==> config.mk <==
export PLATFORM = sky130hd
export DESIGN_NAME = inst_rom_arbiter
export DESIGN_NICKNAME = d
export VERILOG_FILES = /design/src/rtl/inst_rom_arbiter_pkg.sv /design/src/rtl/inst_rom_arbiter.sv
export SDC_FILE = /design/constraint.sdc
export NUM_CORES = 1
export LEC_CHECK = 0
export BUFFER_PORTS_ARGS = -buffer_cell sky130_fd_sc_hd__buf_2
export CAP_MARGIN = 20
export CORE_ASPECT_RATIO = 0.9
export CORE_UTILIZATION = 45
export CTS_CLUSTER_DIAMETER = 200
export CTS_CLUSTER_SIZE = 14
export DETAILED_ROUTE_END_ITERATION = 8
export PLACE_DENSITY = 0.81
export SYNTH_ARGS = -nofsm -noshare
export SYNTH_HDL_FRONTEND = slang
export SYNTH_SLANG_ARGS = --single-unit
==> constraint.sdc <==
create_clock -name clk -period 1.8 [get_ports clk]
set_input_delay 0.36 -clock clk [delete_from_list [all_inputs] [get_ports clk]]
set_output_delay 0.36 -clock clk [all_outputs]
set_load 0.1 [all_outputs]
==> src/rtl/inst_rom_arbiter_pkg.sv <==
// Shared types and constants for the inst_rom read-port arbiter.
// Covers the FSM state codes, owner encodings, bus widths and ROM control levels.
package inst_rom_arbiter_pkg;

    localparam int ADDR_W = 32;
    localparam int DATA_W = 32;
    localparam int WAIT_W = 3;   // holds ROM_WAIT up to 7
    localparam int FAIR_W = 4;   // holds MAX_MEM_BURST up to 15

    localparam logic [DATA_W-1:0] ZERO_WORD    = '0;
    localparam logic              CHIP_ENABLE  = 1'b1;
    localparam logic              CHIP_DISABLE = 1'b0;

    typedef enum logic {
        ARB_IDLE = 1'b0,
        ARB_BUSY = 1'b1
    } arb_state_t;

    typedef enum logic {
        OWNER_IF  = 1'b0,
        OWNER_MEM = 1'b1
    } owner_t;

    function automatic logic [ADDR_W-1:0] word_align(input logic [ADDR_W-1:0] addr);
        return {addr[ADDR_W-1:2], 2'b00};
    endfunction

endpackage

==> src/rtl/inst_rom_arbiter.sv <==
// Shares the single inst_rom read port between instruction fetch and the MEM stage.
// Each access takes ROM_WAIT+2 cycles from grant to registered read data.
module inst_rom_arbiter
    import inst_rom_arbiter_pkg::*;
#(
    parameter int ROM_WAIT      = 0,
    parameter int MAX_MEM_BURST = 4
) (
    input  logic              clk,
    input  logic              rst,
    input  logic              if_req,
    input  logic [ADDR_W-1:0] if_addr,
    output logic              if_gnt,
    output logic              if_rvalid,
    output logic [DATA_W-1:0] if_rdata,
    input  logic              mem_req,
    input  logic [ADDR_W-1:0] mem_addr,
    output logic              mem_gnt,
    output logic              mem_rvalid,
    output logic [DATA_W-1:0] mem_rdata,
    output logic              mem_misalign,
    output logic              rom_ce,
    output logic [ADDR_W-1:0] rom_addr,
    input  logic [DATA_W-1:0] rom_inst,
    output logic              stallreq_if,
    output logic              stallreq_mem
);

    localparam logic [WAIT_W-1:0] WAIT_INIT  = WAIT_W'(ROM_WAIT);
    localparam logic [FAIR_W-1:0] FAIR_LIMIT = FAIR_W'(MAX_MEM_BURST);

    arb_state_t        state, state_nxt;
    owner_t            owner;
    logic              misalign_q;
    logic [WAIT_W-1:0] wait_cnt;
    logic [FAIR_W-1:0] fair_cnt;
    logic              if_forced;
    logic              grant_any;
    logic              access_done;

    // MEM normally wins; IF is forced once MEM has won MAX_MEM_BURST times in a row over it.
    // NOTE: every signal gets a default at the top of always_comb, so no path can infer a latch.
    always_comb begin
        state_nxt   = state;
        if_gnt      = 1'b0;
        mem_gnt     = 1'b0;
        if_forced   = if_req && (fair_cnt == FAIR_LIMIT);
        access_done = (state == ARB_BUSY) && (wait_cnt == '0);
        if (!rst && state == ARB_IDLE) begin
            if (mem_req && !if_forced) begin
                mem_gnt = 1'b1;
            end else if (if_req) begin
                if_gnt = 1'b1;
            end
        end
        grant_any = if_gnt || mem_gnt;
        if (grant_any) begin
            state_nxt = ARB_BUSY;
        end else if (access_done) begin
            state_nxt = ARB_IDLE;
        end
    end

    assign stallreq_if  = if_req  && !if_gnt;
    assign stallreq_mem = mem_req && !mem_gnt;

    // NOTE: sequential state uses <= only, so every register samples pre-edge values.
    always_ff @(posedge clk) begin
        if (rst) begin
            state <= ARB_IDLE;
        end else begin
            state <= state_nxt;
        end
    end

    always_ff @(posedge clk) begin
        if (rst) begin
            owner        <= OWNER_IF;
            misalign_q   <= 1'b0;
            wait_cnt     <= '0;
            fair_cnt     <= '0;
            rom_ce       <= CHIP_DISABLE;
            rom_addr     <= ZERO_WORD;
            if_rdata     <= ZERO_WORD;
            mem_rdata    <= ZERO_WORD;
            if_rvalid    <= 1'b0;
            mem_rvalid   <= 1'b0;
            mem_misalign <= 1'b0;
        end else begin
            if_rvalid    <= 1'b0;
            mem_rvalid   <= 1'b0;
            mem_misalign <= 1'b0;

            // Grants only happen in IDLE, so the grant and BUSY branches never overlap.
            if (grant_any) begin
                owner      <= mem_gnt ? OWNER_MEM : OWNER_IF;
                misalign_q <= mem_gnt && (mem_addr[1:0] != 2'b00);
                rom_addr   <= word_align(mem_gnt ? mem_addr : if_addr);
                rom_ce     <= CHIP_ENABLE;
                wait_cnt   <= WAIT_INIT;
            end else if (state == ARB_BUSY) begin
                if (access_done) begin
                    rom_ce <= CHIP_DISABLE;
                    if (owner == OWNER_MEM) begin
                        mem_rdata    <= rom_inst;
                        mem_rvalid   <= 1'b1;
                        mem_misalign <= misalign_q;
                    end else begin
                        if_rdata  <= rom_inst;
                        if_rvalid <= 1'b1;
                    end
                end else begin
                    wait_cnt <= wait_cnt - 1'b1;
                end
            end

            // Counts MEM wins only while IF is actually waiting.
            if (!if_req || if_gnt) begin
                fair_cnt <= '0;
            end else if (mem_gnt && fair_cnt != '1) begin
                fair_cnt <= fair_cnt + 1'b1;
            end
        end
    end

endmodule

==> results.yml <==
job:
  drv_cap: 0
floorplanning:
  die_x_um: 104.0
  start_util_pct: 46.42
  io-pin-count: 204
  die-area_um2: 9762
  row_count: 33
  design.core.area_um2: 9084
  die_y_um: 93.83
pwr:
  clock_power_share_pct: 25.3
  leakagePower_uw: 0.002558
  p_per_area_nw_per_um2: 1009
  p_sw_share_pct: 40.01
  internal-power_uw: 3443
  power_uw: 5739
  pwr-share-comb_pct: 29.7
  power_frac_seq_pct: 45.1
  p_sw_uw: 2296
  ir_worst_vdd_mv: 0.4281
run_status:
  violations: "setup timing"
  status: "complete, but fails checks"
final_layout:
  multi_input_area_um2: 1837
  final_nets: 767
  mostFrequentLayoutCell: "buf_2"
  seq_area_um2: 2166
  area_growth_pct: 34.96
  fillers: 786
  drive_gt1_share_pct: 39.22
  instances_no_fill: 790
  final_cell_mix: "buf_2, nand2_1, dfxtp_1, a21oi_1, nor3b_1"
  antenna-diode-count: 0
  final_util_pct: 62.64
sta:
  period_needed_ns: 2.014
  relSlewSlack_pct: 60.71
  rsz0062_at_grt: "true"
  setup_violations: 4
  finalCritPeriodShare_pct: 111.9
  slew_viol_final: 0
  worstMarginPinSlew_ns: 0.5893
  max_freq_mhz: 496.4
  finalClockSkew_ns: 0.01298
  hold_viol_final: 0
  holdWs_ns: 0.2101
  setup_slack_ns: -0.2145
routing:
  dr.max_layer_used: "met4"
  wirelength_mm: 11.49
  wl_met2_mm: 6.012
  drc: 0
  post_drt_wl_per_cell_um: 14.54
  dr.pass1.iters: 4
  met1Wirelength_mm: 4.828
  met3_length_um: 435
  drtIter0Drc: 236
  antenna_left: 0
  viasPerCell: 5.209
  vias: 4115
setup_path:
  criticalPathCategory: "flop to output pin"
  reg2reg_slack_ns: 0.11
  path_buf_inv: 3
  crit_required_ns: 1.44
  arrival_ns: 1.65
  cp_cell_sequence: "inv_2 -> ha_4 -> nand4b_4 -> a211oi_4 -> buf_4 -> nor2_4 -> buf_12"
  crit_family: "buffers and inverters"
  rr_endpoint: "rom_addr[27]$_SDFFE_PP0P_"
  path_max_fanout: 2
  cp-start-kind: "flop"
  endpoint: "stallreq_if"
  slowest_delay_ns: 0.34
  reg2reg_depth: 7
  end_kind: "output pin"
  cp.depth: 7
  worstSetupStartpoint: "fair_cnt[0]$_SDFFE_PP0P_"
  r2r_start: "fair_cnt[0]$_SDFFE_PP0P_"
  cpMaxStageDelayCell: "dfxtp_2"
yosys:
  synth_cell_types: 45
  yosysWarnings: 0
  postSynthAreaPerCell_um2: 9.010
  syn_inst: 468
  yosysSeqAreaShare_pct: 51.28
  synth_edf_count: 0
  yosys.area.top_type: "dfxtp_1"
  synthArstFlopShare_pct: 0
  synth_top_flop_cell: "dfxtp_1"
  synth.top_cells.by_area: "dfxtp_1, nand2_1, a21oi_1"
  synth.top_cell.area_share_pct: 51.28
  synth-seq-cells: 108
  netlist_area_um2: 4217
placed_design:
  dp.cells: 765
  pre_cts_ws_ns: 0.02180
  port_buffers: 199
  dp_hpwl_mm: 8.234
  gp_congestion: 0.9426
grt:
  grt_pass1_wl_mm: 18.04
  grt_pass1_vias: 3725
  overflow: 0
  antenna_found_initial: 0
  grt_max_degree: 56
  grt_usage_pct: 22.86
clocking:
  cts_buffers: 9
  holdBufCountCts: 0
  clk_latency_ns: 0.37
  h-tree-depth: 3
  clk_pin_slew_worst_paths_ns: 0.11
  cts.sinks: 108
  cts_max_path_buffers: 2
  cts_tree: "built"
  cts_root_buffer: "clkbuf_8"
min_path:
  min_path_cells: 2
  worstHoldPathType: "input port to flop"
-- flip-flops by register name, indices dropped and copies added, names as in the netlist --
signal,cells
fair_cnt,4
if_rdata,32
if_rvalid,1
mem_misalign,1
mem_rdata,32
mem_rvalid,1
misalign_q,1
owner,1
rom_addr,30
rom_ce,1
state,1
wait_cnt,3
-- layout make-up --
class                   instances  area share [%]
repair buffers                224           23.07
well taps                     122           2.682
clock buffers                   9           2.177
flip-flops and latches        108           38.06
multi-input cells             314           32.28
clock inverters                 7           1.341
inverters                       6          0.3958
-- worst reg2reg max path, delay by kind of cell, from the launching register on --
family / cells / cell delay, ns
compound gates: 1 / 0.37
flops: 1 / 0.34
buf+inv: 3 / 0.41
fa+ha+maj: 1 / 0.14
simple gates: 2 / 0.32
-- what timing repair did --
action / CTS / global route
buffers inserted: 7 / 2
pin swaps: 3 / 2
cloned: 0 / 0
gates resized for setup: 5 / 1
endpoints found under the setup margin: 4 / 4
-- per-stage QoR --
stage,setup TNS [ns],area (um2)
final,-0.6555,5690
after global routing,-0.9249,5690
after CTS,-0.6721,5674
after detailed placement,0,5403
after global placement,0,5403
after floorplan,-0.1003,4268
-- power by group through the flow --
stage / Clock, uW / Sequential, uW / Combinational (uW)
2_1_floorplan: 0 / 3560 / 409
3_3_place_gp: 0 / 2630 / 1660
3_5_place_dp: 0 / 2640 / 1680
4_1_cts: 1490 / 2580 / 1700
5_1_grt: 1590 / 2600 / 1770
6_report: 1450 / 2590 / 1700
-- how the worst min path moves through the flow --
stage	from	to
floorplan	misalign_q$_SDFFE_PP0P_	mem_misalign$_SDFF_PP0_
global placement	mem_rdata[14]$_SDFFE_PP0P_	mem_rdata[14]$_SDFFE_PP0P_
detailed placement	if_rdata[6]$_SDFFE_PP0P_	if_rdata[6]$_SDFFE_PP0P_
CTS	if_addr[15]	rom_addr[15]$_SDFFE_PP0P_
global route	mem_addr[21]	rom_addr[21]$_SDFFE_PP0P_
finish	if_addr[28]	rom_addr[28]$_SDFFE_PP0P_
-- cells by family after synthesis --
| group | count (synthesis) | synth area share, % |
|---|---|---|
| compound gates | 114 | 18.46 |
| simple gates | 193 | 22.85 |
| other cells | 1 | 0.08894 |
| flops | 108 | 51.28 |
| buf+inv | 47 | 5.905 |
| mux | 1 | 0.2374 |
| fa+ha+maj | 4 | 1.187 |
-- per-layer routing --
layer  track usage [%]  vias to the layer above
met5                 0                        -
met4             7.738                        0
li1                  -                     2009
met1             27.52                     1967
met3             4.369                       21
met2             41.06                      118
-- cells in the mapped netlist (all sizes together) (2+ instances only) --
| cell | instances |
|---|---|
| nand2b | 3 |
| nand2 | 130 |
| inv | 6 |
| nor4 | 2 |
| a211oi | 3 |
| nand4b | 2 |
| nor2 | 8 |
| dfxtp | 108 |
| clkbuf | 18 |
| buf | 23 |
| nand4 | 2 |
| ha | 4 |
| and3 | 2 |
| a221o | 30 |
| nand3 | 3 |
| a21oi | 71 |
| and4b | 2 |
| nor3b | 31 |
| o31ai | 3 |
Power figures use the tool's default switching activity.
